`config.mk`:
```
export PLATFORM = sky130hd
export DESIGN_NAME = ps2_cmd_seq
export DESIGN_NICKNAME = d
export VERILOG_FILES = /design/src/rtl/ps2_cmd_seq.sv
export SDC_FILE = /design/constraint.sdc
export NUM_CORES = 1
export LEC_CHECK = 0
export CORE_MARGIN = 5
export CORE_UTILIZATION = 55
export CTS_CLUSTER_SIZE = 16
export DETAILED_ROUTE_END_ITERATION = 6
export GPL_TIMING_DRIVEN = 0
export PLACE_DENSITY = 0.84
export SYNTH_ARGS = -nofsm -noshare
export SYNTH_HDL_FRONTEND = slang
export SYNTH_SLANG_ARGS = --single-unit
export TNS_END_PERCENT = 50
```
`constraint.sdc`:
```
create_clock -name clk -period 3.7 [get_ports clk]
set_input_delay 0.74 -clock clk [delete_from_list [all_inputs] [get_ports clk]]
set_output_delay 0.74 -clock clk [all_outputs]
set_load 0.02 [all_outputs]
```
`src/rtl/ps2_cmd_seq.sv`:
```
// Host-side PS/2 command sequencer: sends a command byte (plus optional argument), waits for 0xFA.
// Optional retransmission on 0xFE is enabled with `define PS2_CMD_SEQ_RESEND_EN.
//
// state    | meaning
// IDLE     | waiting for a command handshake
// SEND     | waiting for tx_idle, then strobing the current byte
// WAIT_TX  | transmitter busy, timeout running
// WAIT_ACK | waiting for the device's 0xFA / 0xFE, timeout still running
// DONE     | one-cycle done_tick, back to IDLE
module ps2_cmd_seq #(
  parameter int TIMEOUT_W = 24
`ifdef PS2_CMD_SEQ_RESEND_EN
  , parameter int MAX_RETRY = 3
`endif
) (
  input  logic       clk,
  input  logic       reset,
  input  logic       cmd_valid,
  input  logic [7:0] cmd_byte,
  input  logic       arg_en,
  input  logic [7:0] arg_byte,
  output logic       cmd_ready,
  output logic       wr_ps2,
  output logic [7:0] tx_data,
  input  logic       tx_idle,
  input  logic       tx_done_tick,
  input  logic       rx_done_tick,
  input  logic [7:0] rx_data,
  output logic       busy,
  output logic       done_tick,
  output logic       err_tick,
  output logic [1:0] err_code
);

  typedef enum logic [2:0] {IDLE, SEND, WAIT_TX, WAIT_ACK, DONE} state_t;

  localparam logic [7:0] BYTE_ACK    = 8'hFA;
  localparam logic [7:0] BYTE_RESEND = 8'hFE;
  localparam logic [1:0] ERR_TIMEOUT = 2'b01;
  localparam logic [1:0] ERR_RESEND  = 2'b10;

  state_t               state_q, state_d;
  logic [7:0]           tx_data_q, tx_data_d;
  logic [7:0]           arg_q, arg_d;
  logic                 arg_en_q, arg_en_d;
  logic                 phase_q, phase_d;
  logic [TIMEOUT_W-1:0] cnt_q, cnt_d;
  logic [1:0]           err_code_q, err_code_d;
  logic [1:0]           err_now;
  logic                 expire;
  logic                 rx_ack, rx_resend;
`ifdef PS2_CMD_SEQ_RESEND_EN
  localparam logic [1:0] RETRY_LIMIT = 2'(MAX_RETRY);
  logic [1:0]           retry_q, retry_d;
`endif

  // The counter expires on the cycle it would step from 1 to 0, so a full
  // load gives exactly 2^TIMEOUT_W-1 waiting cycles after the strobe.
  assign expire    = (cnt_q[TIMEOUT_W-1:1] == '0);
  assign rx_ack    = rx_done_tick && (rx_data == BYTE_ACK);
  assign rx_resend = rx_done_tick && (rx_data == BYTE_RESEND);

  always_ff @(posedge clk or posedge reset) begin
    if (reset) begin
      state_q    <= IDLE;
      tx_data_q  <= 8'h00;
      arg_q      <= 8'h00;
      arg_en_q   <= 1'b0;
      phase_q    <= 1'b0;
      cnt_q      <= '0;
      err_code_q <= 2'b00;
`ifdef PS2_CMD_SEQ_RESEND_EN
      retry_q    <= 2'b00;
`endif
    end else begin
      state_q    <= state_d;
      tx_data_q  <= tx_data_d;
      arg_q      <= arg_d;
      arg_en_q   <= arg_en_d;
      phase_q    <= phase_d;
      cnt_q      <= cnt_d;
      err_code_q <= err_code_d;
`ifdef PS2_CMD_SEQ_RESEND_EN
      retry_q    <= retry_d;
`endif
    end
  end

  always_comb begin
    state_d    = state_q;
    tx_data_d  = tx_data_q;
    arg_d      = arg_q;
    arg_en_d   = arg_en_q;
    phase_d    = phase_q;
    cnt_d      = cnt_q;
    err_code_d = err_code_q;
`ifdef PS2_CMD_SEQ_RESEND_EN
    retry_d    = retry_q;
`endif
    wr_ps2     = 1'b0;
    done_tick  = 1'b0;
    err_tick   = 1'b0;
    err_now    = 2'b00;

    case (state_q)
      IDLE: begin
        if (cmd_valid) begin
          tx_data_d  = cmd_byte;
          arg_d      = arg_byte;
          arg_en_d   = arg_en;
          phase_d    = 1'b0;
          err_code_d = 2'b00;
`ifdef PS2_CMD_SEQ_RESEND_EN
          retry_d    = 2'b00;
`endif
          state_d    = SEND;
        end
      end
      SEND: begin
        if (tx_idle) begin
          wr_ps2  = 1'b1;
          cnt_d   = '1;
          state_d = WAIT_TX;
        end
      end
      WAIT_TX: begin
        cnt_d = cnt_q - TIMEOUT_W'(1);
        if (tx_done_tick) begin
          state_d = WAIT_ACK;
        end else if (expire) begin
          err_tick = 1'b1;
          err_now  = ERR_TIMEOUT;
        end
      end
      WAIT_ACK: begin
        cnt_d = cnt_q - TIMEOUT_W'(1);
        if (rx_ack) begin
          if (!phase_q && arg_en_q) begin
            phase_d   = 1'b1;
            tx_data_d = arg_q;
`ifdef PS2_CMD_SEQ_RESEND_EN
            retry_d   = 2'b00;
`endif
            state_d   = SEND;
          end else begin
            state_d = DONE;
          end
        end else if (rx_resend) begin
`ifdef PS2_CMD_SEQ_RESEND_EN
          if (retry_q < RETRY_LIMIT) begin
            retry_d = retry_q + 2'd1;
            state_d = SEND;
          end else begin
            err_tick = 1'b1;
            err_now  = ERR_RESEND;
          end
`else
          err_tick = 1'b1;
          err_now  = ERR_RESEND;
`endif
        end else if (expire) begin
          err_tick = 1'b1;
          err_now  = ERR_TIMEOUT;
        end
      end
      DONE: begin
        done_tick = 1'b1;
        state_d   = IDLE;
      end
      default: state_d = IDLE;
    endcase

    if (err_tick) begin
      err_code_d = err_now;
      arg_d      = 8'h00;
      arg_en_d   = 1'b0;
      phase_d    = 1'b0;
      state_d    = IDLE;
    end
  end

  assign cmd_ready = (state_q == IDLE);
  assign busy      = (state_q != IDLE);
  assign tx_data   = tx_data_q;
  // The code is visible in the same cycle as err_tick, then held by the register.
  assign err_code  = err_tick ? err_now : err_code_q;

endmodule

```
**After elaboration in Yosys (flattened, before gate mapping)**

Cells that the tools add are included.

- Logic and storage cells: 82
- Latch bits: 0
- ROM bits: 0
- Output and inout port bits: 15
- Bits in registers: 47
- Bits in writable memories: 0
- Memories kept: 0

- Bitwise gates (word level): 0
- Shifts and indexed selects: 0
- Magnitude comparators: 0
- Divide/modulo/power cells: 0
- Multiplexer cells: 41
- Equal/unequal tests: 15
- Reductions and logical operators: 18
- $add $sub $neg: 1
- Multiply operators: 0

Operators by type and width:

| kind | count |
|---|---|
| 2-to-1 mux 8 bit | 6 |
| one-hot mux 24 bit (2 select lines) | 1 |
| 2-to-1 mux 24 bit | 1 |
| subtractor 24 x 1 -> 24 bit, second input constant | 1 |
| zero test 23 bit | 1 |
| 2-to-1 mux 3 bit | 6 |
| == test 8 bit, second input constant | 2 |
| 2-to-1 mux 1 bit | 16 |
| one-hot mux 8 bit (2 select lines) | 1 |
| 2-to-1 mux 2 bit | 6 |
| != test 3 bit, second input constant | 4 |
| one-hot mux 3 bit (4 select lines) | 1 |
| AND reduction 4 bit | 3 |
| != test 2 bit, second input constant | 4 |
| nonzero test 2 bit | 4 |
| == test 3 x 2 -> 1 bit, second input constant | 2 |
| nonzero test 3 bit | 2 |
| one-hot mux 1 bit (2 select lines) | 2 |
| one-hot mux 2 bit (2 select lines) | 1 |
| AND reduction 2 bit | 2 |
| == test 3 x 1 -> 1 bit, second input constant | 1 |
| == test 3 bit, second input constant | 1 |
| logical AND 1 bit | 3 |
| zero test 3 bit | 1 |
| 3 further kinds | 3 |

**Longest topological paths before layout**

Gate-level depths: netlist (run 1).

- Word-level depth: 7
- Mapped depth: 8
- Mapped depth without buffers: 7

**Least setup slack after synthesis (run 1)**

OpenSTA, ideal clock, no wires.

- Kind: reg2out
- Start point: reg cnt_q[20]
- End point: out err_code[1]
- Arrival: 1898 ps
- Cell stages (with the launch flop): 6
- Required time: 2960 ps
- Path slack: 1062 ps
- Path through: dfrtp_1 -> or4_4 -> nor4_4 -> nand2_1 -> o221ai_1 -> o311ai_0

- Longest elaborated chain between the ends: 6

Ends and longest elaborated chain:

| item | line | source |
|---|---|---|
| from (decl) | 47 | `logic [TIMEOUT_W-1:0] cnt_q, cnt_d;` |
| from (signal assigned) | 81 | `cnt_q <= cnt_d;` |
| zero test 23 bit (*) | 59 | `assign expire = (cnt_q[TIMEOUT_W-1:1] == '0);` |
| 2-to-1 mux 1 bit (*) | 130, 161 |  |
| 2-to-1 mux 1 bit | 148 | `end else if (rx_resend) begin` |
| 2-to-1 mux 1 bit | 137 | `if (rx_ack) begin` |
| one-hot mux 1 bit (2 select lines) (*) | 105 | `case (state_q)` |
| 2-to-1 mux 2 bit (*) | 186 | `assign err_code = err_tick ? err_now : err_code_q;` |
| to (decl) | 32 | `output logic [1:0] err_code` |

Every way passes the cells marked *; elsewhere a longest branch is shown, timed or not.

**Worst setup path in the final report (run 1)**

- Start point: reg cnt_q[6]
- End point: out err_code[1]

Same word-level chain as after synthesis.

==> insert_results.sql, run 1 <==
INSERT INTO impl_metrics (metric_group, metric, value, unit) VALUES
('clocking', 'clkLatencyLatePin', '300', 'ps'),
('critical_path', 'critical_path.max_fanout', '10', ''),
('detailed_routing', 'initialDrtViolationCount', '80', ''),
('timing', 'fmaxAchievable', '285', 'MHz'),
('power', 'vdd_ir_drop_max', '0.314', 'mV'),
('final_layout', 'final_cell_mix', '55 x sky130_fd_sc_hd__nand2_1, 47 x sky130_fd_sc_hd__dfrtp_1, 44 x sky130_fd_sc_hd__clkdlybuf4s50_1', ''),
('timing', 'rsz_0062_raised_after_global_routing', 'no', ''),
('floorplan', 'die_y', '76.4', 'µm'),
('final_layout', 'utilization', '0.713', ''),
('detailed_routing', 'totalWireLength', '5.40', 'mm'),
('timing', 'final_setup_violating_endpoints', '0', ''),
('power', 'power_per_cell_area', '621', 'nW/µm²'),
('clocking', 'clk_pin_slew_worst_paths', '90', 'ps'),
('place', 'hpwlAfterDp', '3.95', 'mm'),
('yosys', 'synth_largest_type_area_fraction', '0.485', ''),
('floorplan', 'chipWidth', '76.4', 'µm'),
('timing', 'slew_violations', '0', ''),
('global_route', 'global_route.usage.met3', '0.0402', ''),
('place', 'post-place-cells', '355', ''),
('yosys', 'yosysSeqAreaShare', '0.485', ''),
('yosys', 'number_of_flops_mapped_to_enable_cells_by_yosys', '0', ''),
('timing', 'slew_headroom', '0.602', ''),
('yosys', 'synthesis.instances', '257', ''),
('clocking', 'cts_inserted_buffers', '5', ''),
('final_layout', 'share_of_final_layout_standard_cells_stronger_than_drive_strength_1', '0.0900', ''),
('final_layout', 'layout.cells.most_common', 'sky130_fd_sc_hd__nand2_1', ''),
('global_route', 'grt_start_max_net_pins', '36', ''),
('detailed_routing', 'drt_pre_antenna_iters', '4', ''),
('timing', 'fin_tns_setup', '0', 'ps'),
('detailed_routing', 'detailroute.via_count', '1967', ''),
('floorplan', 'io_pins', '46', ''),
('timing', 'max_slew.worst_pin.slew', '594', 'ps'),
('clocking', 'tritoncts_clock_tree', 'done', ''),
('final_layout', 'synthToLayoutAreaGrowth', '27.2', '%'),
('yosys', 'syn_nets', '289', ''),
('detailed_routing', 'post_drt_via_cell_ratio', '5.42', ''),
('detailed_routing', 'wl_per_cell', '14.9', 'µm'),
('yosys', 'synth_cell_types', '46', ''),
('outcome', 'result_of_the_run', 'completed', ''),
('yosys', 'yosys_most_used_dff', 'sky130_fd_sc_hd__dfrtp_1', ''),
('clocking', 'clock_h_tree_levels', '2', ''),
('yosys', 'synth-async-reset-ratio', '1.00', ''),
('hold_path', 'worstHoldPathType', 'reg -> reg', ''),
('detailed_routing', 'antenna_violating_nets_post_route', '0', ''),
('timing', 'finalCritPeriodShare', '0.947', ''),
('global_route', 'grt_use_total', '0.189', ''),
('yosys', 'ys_warn_count', '0', ''),
('global_route', 'grt_pass1_vias', '1903', ''),
('critical_path', 'worstSetupEndpointType', 'output port', ''),
('global_route', 'gr-usage-met2', '0.299', ''),
('final_layout', 'design.final.nets', '342', ''),
('yosys', 'synth-seq-cells', '47', ''),
('yosys', 'yosys-top-cells-area', 'sky130_fd_sc_hd__dfrtp_1 49%, sky130_fd_sc_hd__nand2_1 8.5%, sky130_fd_sc_hd__xor2_1 5.4%', ''),
('global_route', 'grt_overflow_total', '0', ''),
('critical_path', 'critPathLaunchType', 'register', ''),
('place', 'buffer_ports.inserted', '45', ''),
('global_route', 'met1_track_usage_gr', '0.264', ''),
('floorplan', 'start_util', '0.560', ''),
('timing', 'timing_hold_violations_final', '0', ''),
('floorplan', 'placeableCoreArea', '4320', 'µm²'),
('clocking', 'ctsRootBufferMaster', 'sky130_fd_sc_hd__clkbuf_8', ''),
('timing', 'final.setup.worst_slack', '195', 'ps'),
('floorplan', 'rows', '24', ''),
('job', 'max_cap_violations', '0', ''),
('global_route', 'layer_with_the_highest_usage_after_global_routing', 'met2', ''),
('critical_path', 'worst_ep_arrival_time', '2770', 'ps'),
('timing', 'finClkSkew', '6.75', 'ps'),
('critical_path', 'critical_path_required', '2960', 'ps'),
('global_route', 'first_pass_grt_wire_length', '9.01', 'mm'),
('place', 'finalWeightedCongestion', '0.817', ''),
('detailed_routing', 'drc', '0', '');
worst max-delay path, cell delays in order, from the launching register on:
cell                              delay, ps
sky130_fd_sc_hd__dfrtp_1                430
sky130_fd_sc_hd__or4_4                  570
sky130_fd_sc_hd__nor3_2                 260
sky130_fd_sc_hd__buf_4                  210
sky130_fd_sc_hd__nand2_1                 80
sky130_fd_sc_hd__o221ai_1               200
sky130_fd_sc_hd__o311ai_0               150
sky130_fd_sc_hd__clkdlybuf4s50_1        570
logic make-up after synthesis:
| kind of cell | after synthesis | share of synthesized area |
|---|---|---|
| mux | 9 | 0.0372 |
| xor+xnor | 19 | 0.0687 |
| compound gates | 39 | 0.0950 |
| fa+ha+maj | 1 | 0.00516 |
| buf+inv | 20 | 0.0377 |
| flops | 47 | 0.485 |
| simple gates | 122 | 0.271 |
power by group:
group,internal [W],switching (W)
Combinational,0.000327,0.000339
Sequential,0.000708,0.000148
Clock,0.000219,0.000172
Total,0.00125,0.000658
sequential cells by signal, indices dropped and copies added, names as in the netlist:
name / flops
arg_q: 8
tx_data: 8
arg_en_q: 1
cnt_q: 24
phase_q: 1
state_q: 3
err_code_q: 2
synthesized netlist by cell type (2+ instances only):
library cell and n:
sky130_fd_sc_hd__buf_2 4, sky130_fd_sc_hd__nand2_1 55, sky130_fd_sc_hd__xnor2_1 4, sky130_fd_sc_hd__and2_1 2, sky130_fd_sc_hd__nor2b_1 2, sky130_fd_sc_hd__and4b_1 2, sky130_fd_sc_hd__nor3_1 9, sky130_fd_sc_hd__inv_1 8
sky130_fd_sc_hd__dfrtp_1 47, sky130_fd_sc_hd__nand3_1 8, sky130_fd_sc_hd__and3_1 4, sky130_fd_sc_hd__mux2i_1 9, sky130_fd_sc_hd__xor2_1 15, sky130_fd_sc_hd__nor2_1 12, sky130_fd_sc_hd__nand4b_1 4, sky130_fd_sc_hd__nand2b_1 5
sky130_fd_sc_hd__o31ai_1 2, sky130_fd_sc_hd__or4_4 3, sky130_fd_sc_hd__nand4_1 3, sky130_fd_sc_hd__clkbuf_1 6, sky130_fd_sc_hd__nand3b_1 3, sky130_fd_sc_hd__o21ai_0 13, sky130_fd_sc_hd__a21oi_1 14
final cells by class:
cell class | count | area, µm² | share of cell area
plain buffers | 12 | 61.3 | 0.0199
well taps | 52 | 65.1 | 0.0211
inverters | 8 | 30.0 | 0.00974
repair buffers | 46 | 473 | 0.153
multi-input cells | 190 | 1160 | 0.376
flip-flops and latches | 47 | 1180 | 0.382
clock inverters | 2 | 35.0 | 0.0114
clock buffers | 6 | 82.6 | 0.0268
worst paths after layout:
check                      depth (start not counted)  slack (ps)                      to                    from
max in group asynchronous                          3        2530   cnt_q[13]$_DFFE_PP0P_                   reset
min in group asynchronous                          2         690    arg_q[6]$_DFFE_PP0P_                   reset
max                                                7         190             err_code[1]    cnt_q[6]$_DFFE_PP0P_
max reg2reg                                        6        1480  tx_data[1]$_DFFE_PP0P_  state_q[1]$_DFFE_PP0P_
min reg2reg                                        2         480  tx_data[4]$_DFFE_PP0P_  tx_data[4]$_DFFE_PP0P_
min                                                2         480  tx_data[4]$_DFFE_PP0P_  tx_data[4]$_DFFE_PP0P_
through the flow:
step | hold slack, ps | total power, W | area (µm²)
after detailed placement | 469 | 0.00153 | 2960
after global routing | 527 | 0.00205 | 3080
final | 482 | 0.00191 | 3080
after CTS | 488 | 0.00193 | 3080
after global placement | 461 | 0.00149 | 2940
after floorplan | 475 | 0.00129 | 2420
per-layer routing:
| metal | part of all wire | routed length, µm |
|---|---|---|
| met1 | 0.47 | 2560 |
| met2 | 0.47 | 2560 |
| met3 | 0.042 | 226 |
| met4 | 0.0089 | 48 |
| met5 | 0 | 0 |
timing repair:
| item | CTS | global route |
|---|---|---|
| setup buffers | 0 | 0 |
| hold buffers | 0 | 0 |
| gates resized for setup | 0 | 2 |
| setup endpoints to repair | 0 | 2 |
(Power assumes the default switching activity.)
==> run 2, diff against run 1 <==
- CORE_UTILIZATION: 55 -> 30
- PLACE_DENSITY: 0.84 -> unset
==> insert_results.sql, run 2 (synthesized netlist as in run 1, its figures left out) <==
INSERT INTO impl_metrics (metric_group, metric, value, unit) VALUES
('outcome', 'result_of_the_run', 'completed', ''),
('critical_path', 'worstSetupPathType', 'in -> out', ''),
('timing', 'final.min_clock_period', '3550', 'ps'),
('place', 'finalWeightedCongestion', '0.751', ''),
('critical_path', 'worst_ep_arrival_time', '2810', 'ps'),
('detailed_routing', 'antenna_violating_nets_post_route', '0', ''),
('timing', 'max_slew.worst_pin.slew', '600', 'ps'),
('floorplan', 'placeableCoreArea', '7810', 'µm²'),
('floorplan', 'io_pins', '46', ''),
('floorplan', 'start_util', '0.310', ''),
('final_layout', 'final_cell_mix', '55 x sky130_fd_sc_hd__nand2_1, 47 x sky130_fd_sc_hd__dfrtp_1, 44 x sky130_fd_sc_hd__clkdlybuf4s50_1', ''),
('final_layout', 'largest_register_ff_count', '24', ''),
('final_layout', 'finish.cell_count_without_fillers', '413', ''),
('power', 'cell_internal_pwr', '0.00117', 'W'),
('clocking', 'clkLatencyLatePin', '300', 'ps'),
('floorplan', 'rows', '32', ''),
('floorplan', 'chipWidth', '99.9', 'µm'),
('clocking', 'postCtsHoldBufs', '0', ''),
('timing', 'rsz_0062_raised_after_global_routing', 'no', ''),
('clocking', 'clk_pin_slew_worst_paths', '80', 'ps'),
('clocking', 'clock_h_tree_levels', '2', ''),
('power', 'vdd_ir_drop_max', '0.177', 'mV'),
('critical_path', 'cpPeakStageDelay', '680', 'ps'),
('global_route', 'grt_overflow_total', '0', ''),
('floorplan', 'die-area', '9980', 'µm²'),
('global_route', 'grt_pass1_vias', '1958', ''),
('critical_path', 'critical-path-top-cell-by-count', 'sky130_fd_sc_hd__clkdlybuf4s50_1', ''),
('final_layout', 'register_with_the_highest_flop_count', 'cnt_q', ''),
('critical_path', 'critPathLaunchType', 'input port', ''),
('job', 'max_cap_violations', '0', ''),
('critical_path', 'cp_cell_sequence', 'clkdlybuf4s50_1, nand4b_1, nor2_1, and3_1, o221ai_1, o311ai_0, clkdlybuf4s50_1', ''),
('timing', 'timing_hold_violations_final', '0', ''),
('critical_path', 'critical_path_required', '2960', 'ps'),
('place', 'post-place-cells', '405', ''),
('power', 'netSwitchingFraction', '0.358', ''),
('place', 'hpwlAfterDp', '4.31', 'mm'),
('critical_path', 'critical_path.max_fanout', '7', ''),
('global_route', 'grt_use_total', '0.119', ''),
('final_layout', 'antennaDiodeCount', '0', ''),
('power', 'power.sequential.fraction', '0.469', ''),
('final_layout', 'share_of_final_layout_standard_cells_stronger_than_drive_strength_1', '0.0804', ''),
('timing', 'finalHoldWorstSlack', '480', 'ps'),
('critical_path', 'worst-path-buf-inv', '2', ''),
('critical_path', 'critPathSlowestCell', 'sky130_fd_sc_hd__clkdlybuf4s50_1', ''),
('power', 'power_per_cell_area', '585', 'nW/µm²'),
('timing', 'slew_headroom', '0.598', ''),
('final_layout', 'layout.cells.most_common', 'sky130_fd_sc_hd__nand2_1', ''),
('final_layout', 'design.final.nets', '342', ''),
('timing', 'final.setup.worst_slack', '149', 'ps'),
('place', 'buffer_ports.inserted', '45', ''),
('timing', 'finalCritPeriodShare', '0.960', ''),
('timing', 'slew_violations', '0', ''),
('clocking', 'ctsRootBufferMaster', 'sky130_fd_sc_hd__clkbuf_8', ''),
('detailed_routing', 'wl_per_cell', '13.7', 'µm'),
('clocking', 'cts_setup_buffers', '0', ''),
('detailed_routing', 'totalWireLength', '5.66', 'mm'),
('detailed_routing', 'post_drt_via_cell_ratio', '4.76', ''),
('timing', 'fmaxAchievable', '282', 'MHz'),
('detailed_routing', 'drc', '0', ''),
('global_route', 'first_pass_grt_wire_length', '9.45', 'mm'),
('final_layout', 'synthToLayoutAreaGrowth', '28.4', '%'),
('critical_path', 'timing.critical_path.max_delay_family', 'buffers and inverters', ''),
('clocking', 'cts_inserted_buffers', '5', ''),
('power', 'power', '0.00182', 'W'),
('power', 'combinational_share_of_power', '0.366', ''),
('hold_path', 'worstHoldPathType', 'reg -> reg', ''),
('global_route', 'initial_antenna_violation_count', '0', ''),
('clocking', 'clock-sinks', '47', ''),
('global_route', 'grt_start_max_net_pins', '35', ''),
('clocking', 'clk_path_buf_depth', '2', ''),
('clocking', 'tritoncts_clock_tree', 'done', ''),
('timing', 'fin_tns_setup', '0', 'ps'),
('place', 'setup_slack_after_placement', '69.1', 'ps'),
('detailed_routing', 'detailroute.via_count', '1966', ''),
('timing', 'final_setup_violating_endpoints', '0', ''),
('power', 'power.net_switching', '0.000653', 'W'),
('power', 'static_power_due_to_leakage', '1.26', 'nW'),
('detailed_routing', 'drt_pre_antenna_iters', '4', ''),
('timing', 'finClkSkew', '5.77', 'ps'),
('critical_path', 'worstSetupEndpointType', 'output port', ''),
('floorplan', 'die_y', '99.9', 'µm'),
('power', 'pwr-share-clk', '0.165', ''),
('detailed_routing', 'initialDrtViolationCount', '51', '');
-- run 2: cell count changes in the layout (fill, tap and decap cells not counted), sizes merged --
cell    previous run  this run
clkbuf            12        13
bufinv             1         0
-- run 2: worst reg2reg max path: stages (launching register included) --
cell                       delay (ps)
sky130_fd_sc_hd__dfrtp_1          330
sky130_fd_sc_hd__clkbuf_1         300
sky130_fd_sc_hd__nor3_1           180
sky130_fd_sc_hd__and2_1           200
sky130_fd_sc_hd__a31oi_1          470
sky130_fd_sc_hd__clkbuf_1         400
sky130_fd_sc_hd__o21ai_0          150
-- run 2: worst paths after layout --
check                                    endpoint              startpoint  cells after the start  slack, ps
max                                   err_code[1]              rx_data[4]                      7        150
min                        tx_data[7]$_DFFE_PP0P_  tx_data[7]$_DFFE_PP0P_                      2        480
max reg2reg                tx_data[1]$_DFFE_PP0P_  state_q[1]$_DFFE_PP0P_                      6       1540
min reg2reg                tx_data[7]$_DFFE_PP0P_  tx_data[7]$_DFFE_PP0P_                      2        480
max in group asynchronous    cnt_q[7]$_DFFE_PP0P_                   reset                      3       2510
min in group asynchronous   cnt_q[17]$_DFFE_PP0P_                   reset                      2        710
-- run 2: power groups by stage --
stage	Clock (W)	Combinational (W)	Sequential (W)
2_1_floorplan	0	0.000407	0.000881
3_3_place_gp	0	0.000654	0.000859
3_5_place_dp	0	0.000675	0.000865
4_1_cts	0.000316	0.000677	0.000855
5_1_grt	0.000336	0.000750	0.000882
6_report	0.000301	0.000667	0.000854
-- run 2: timing repair --
action | 4_1_cts | 5_1_grt
endpoints found under the setup margin | 0 | 1
resized for setup | 0 | 2
hold endpoints to repair | 0 | 0
-- run 2: cell type report --
| class | instances | area (µm²) |
|---|---|---|
| clock inverters | 1 | 5.00 |
| inverters | 8 | 30.0 |
| well taps | 102 | 128 |
| clock buffers | 7 | 76.3 |
| flip-flops and latches | 47 | 1180 |
| plain buffers | 12 | 61.3 |
| repair buffers | 46 | 473 |
| fillers | 799 | 4690 |
| multi-input cells | 190 | 1160 |
-- run 2: through the flow --
step,area [µm²],util
5_1_grt,3110,0.399
3_3_place_gp,3000,0.384
3_5_place_dp,3020,0.387
4_1_cts,3100,0.397
6_report,3110,0.399
2_1_floorplan,2420,-
-- run 2: layer usage --
layer / vias up / part of all wire / global-route usage
li1: 989 / - / -
met1: 942 / 0.48 / 0.154
met2: 28 / 0.47 / 0.194
met3: 7 / 0.035 / 0.0250
met4: 0 / 0.017 / 0.0441
met5: - / 0 / 0
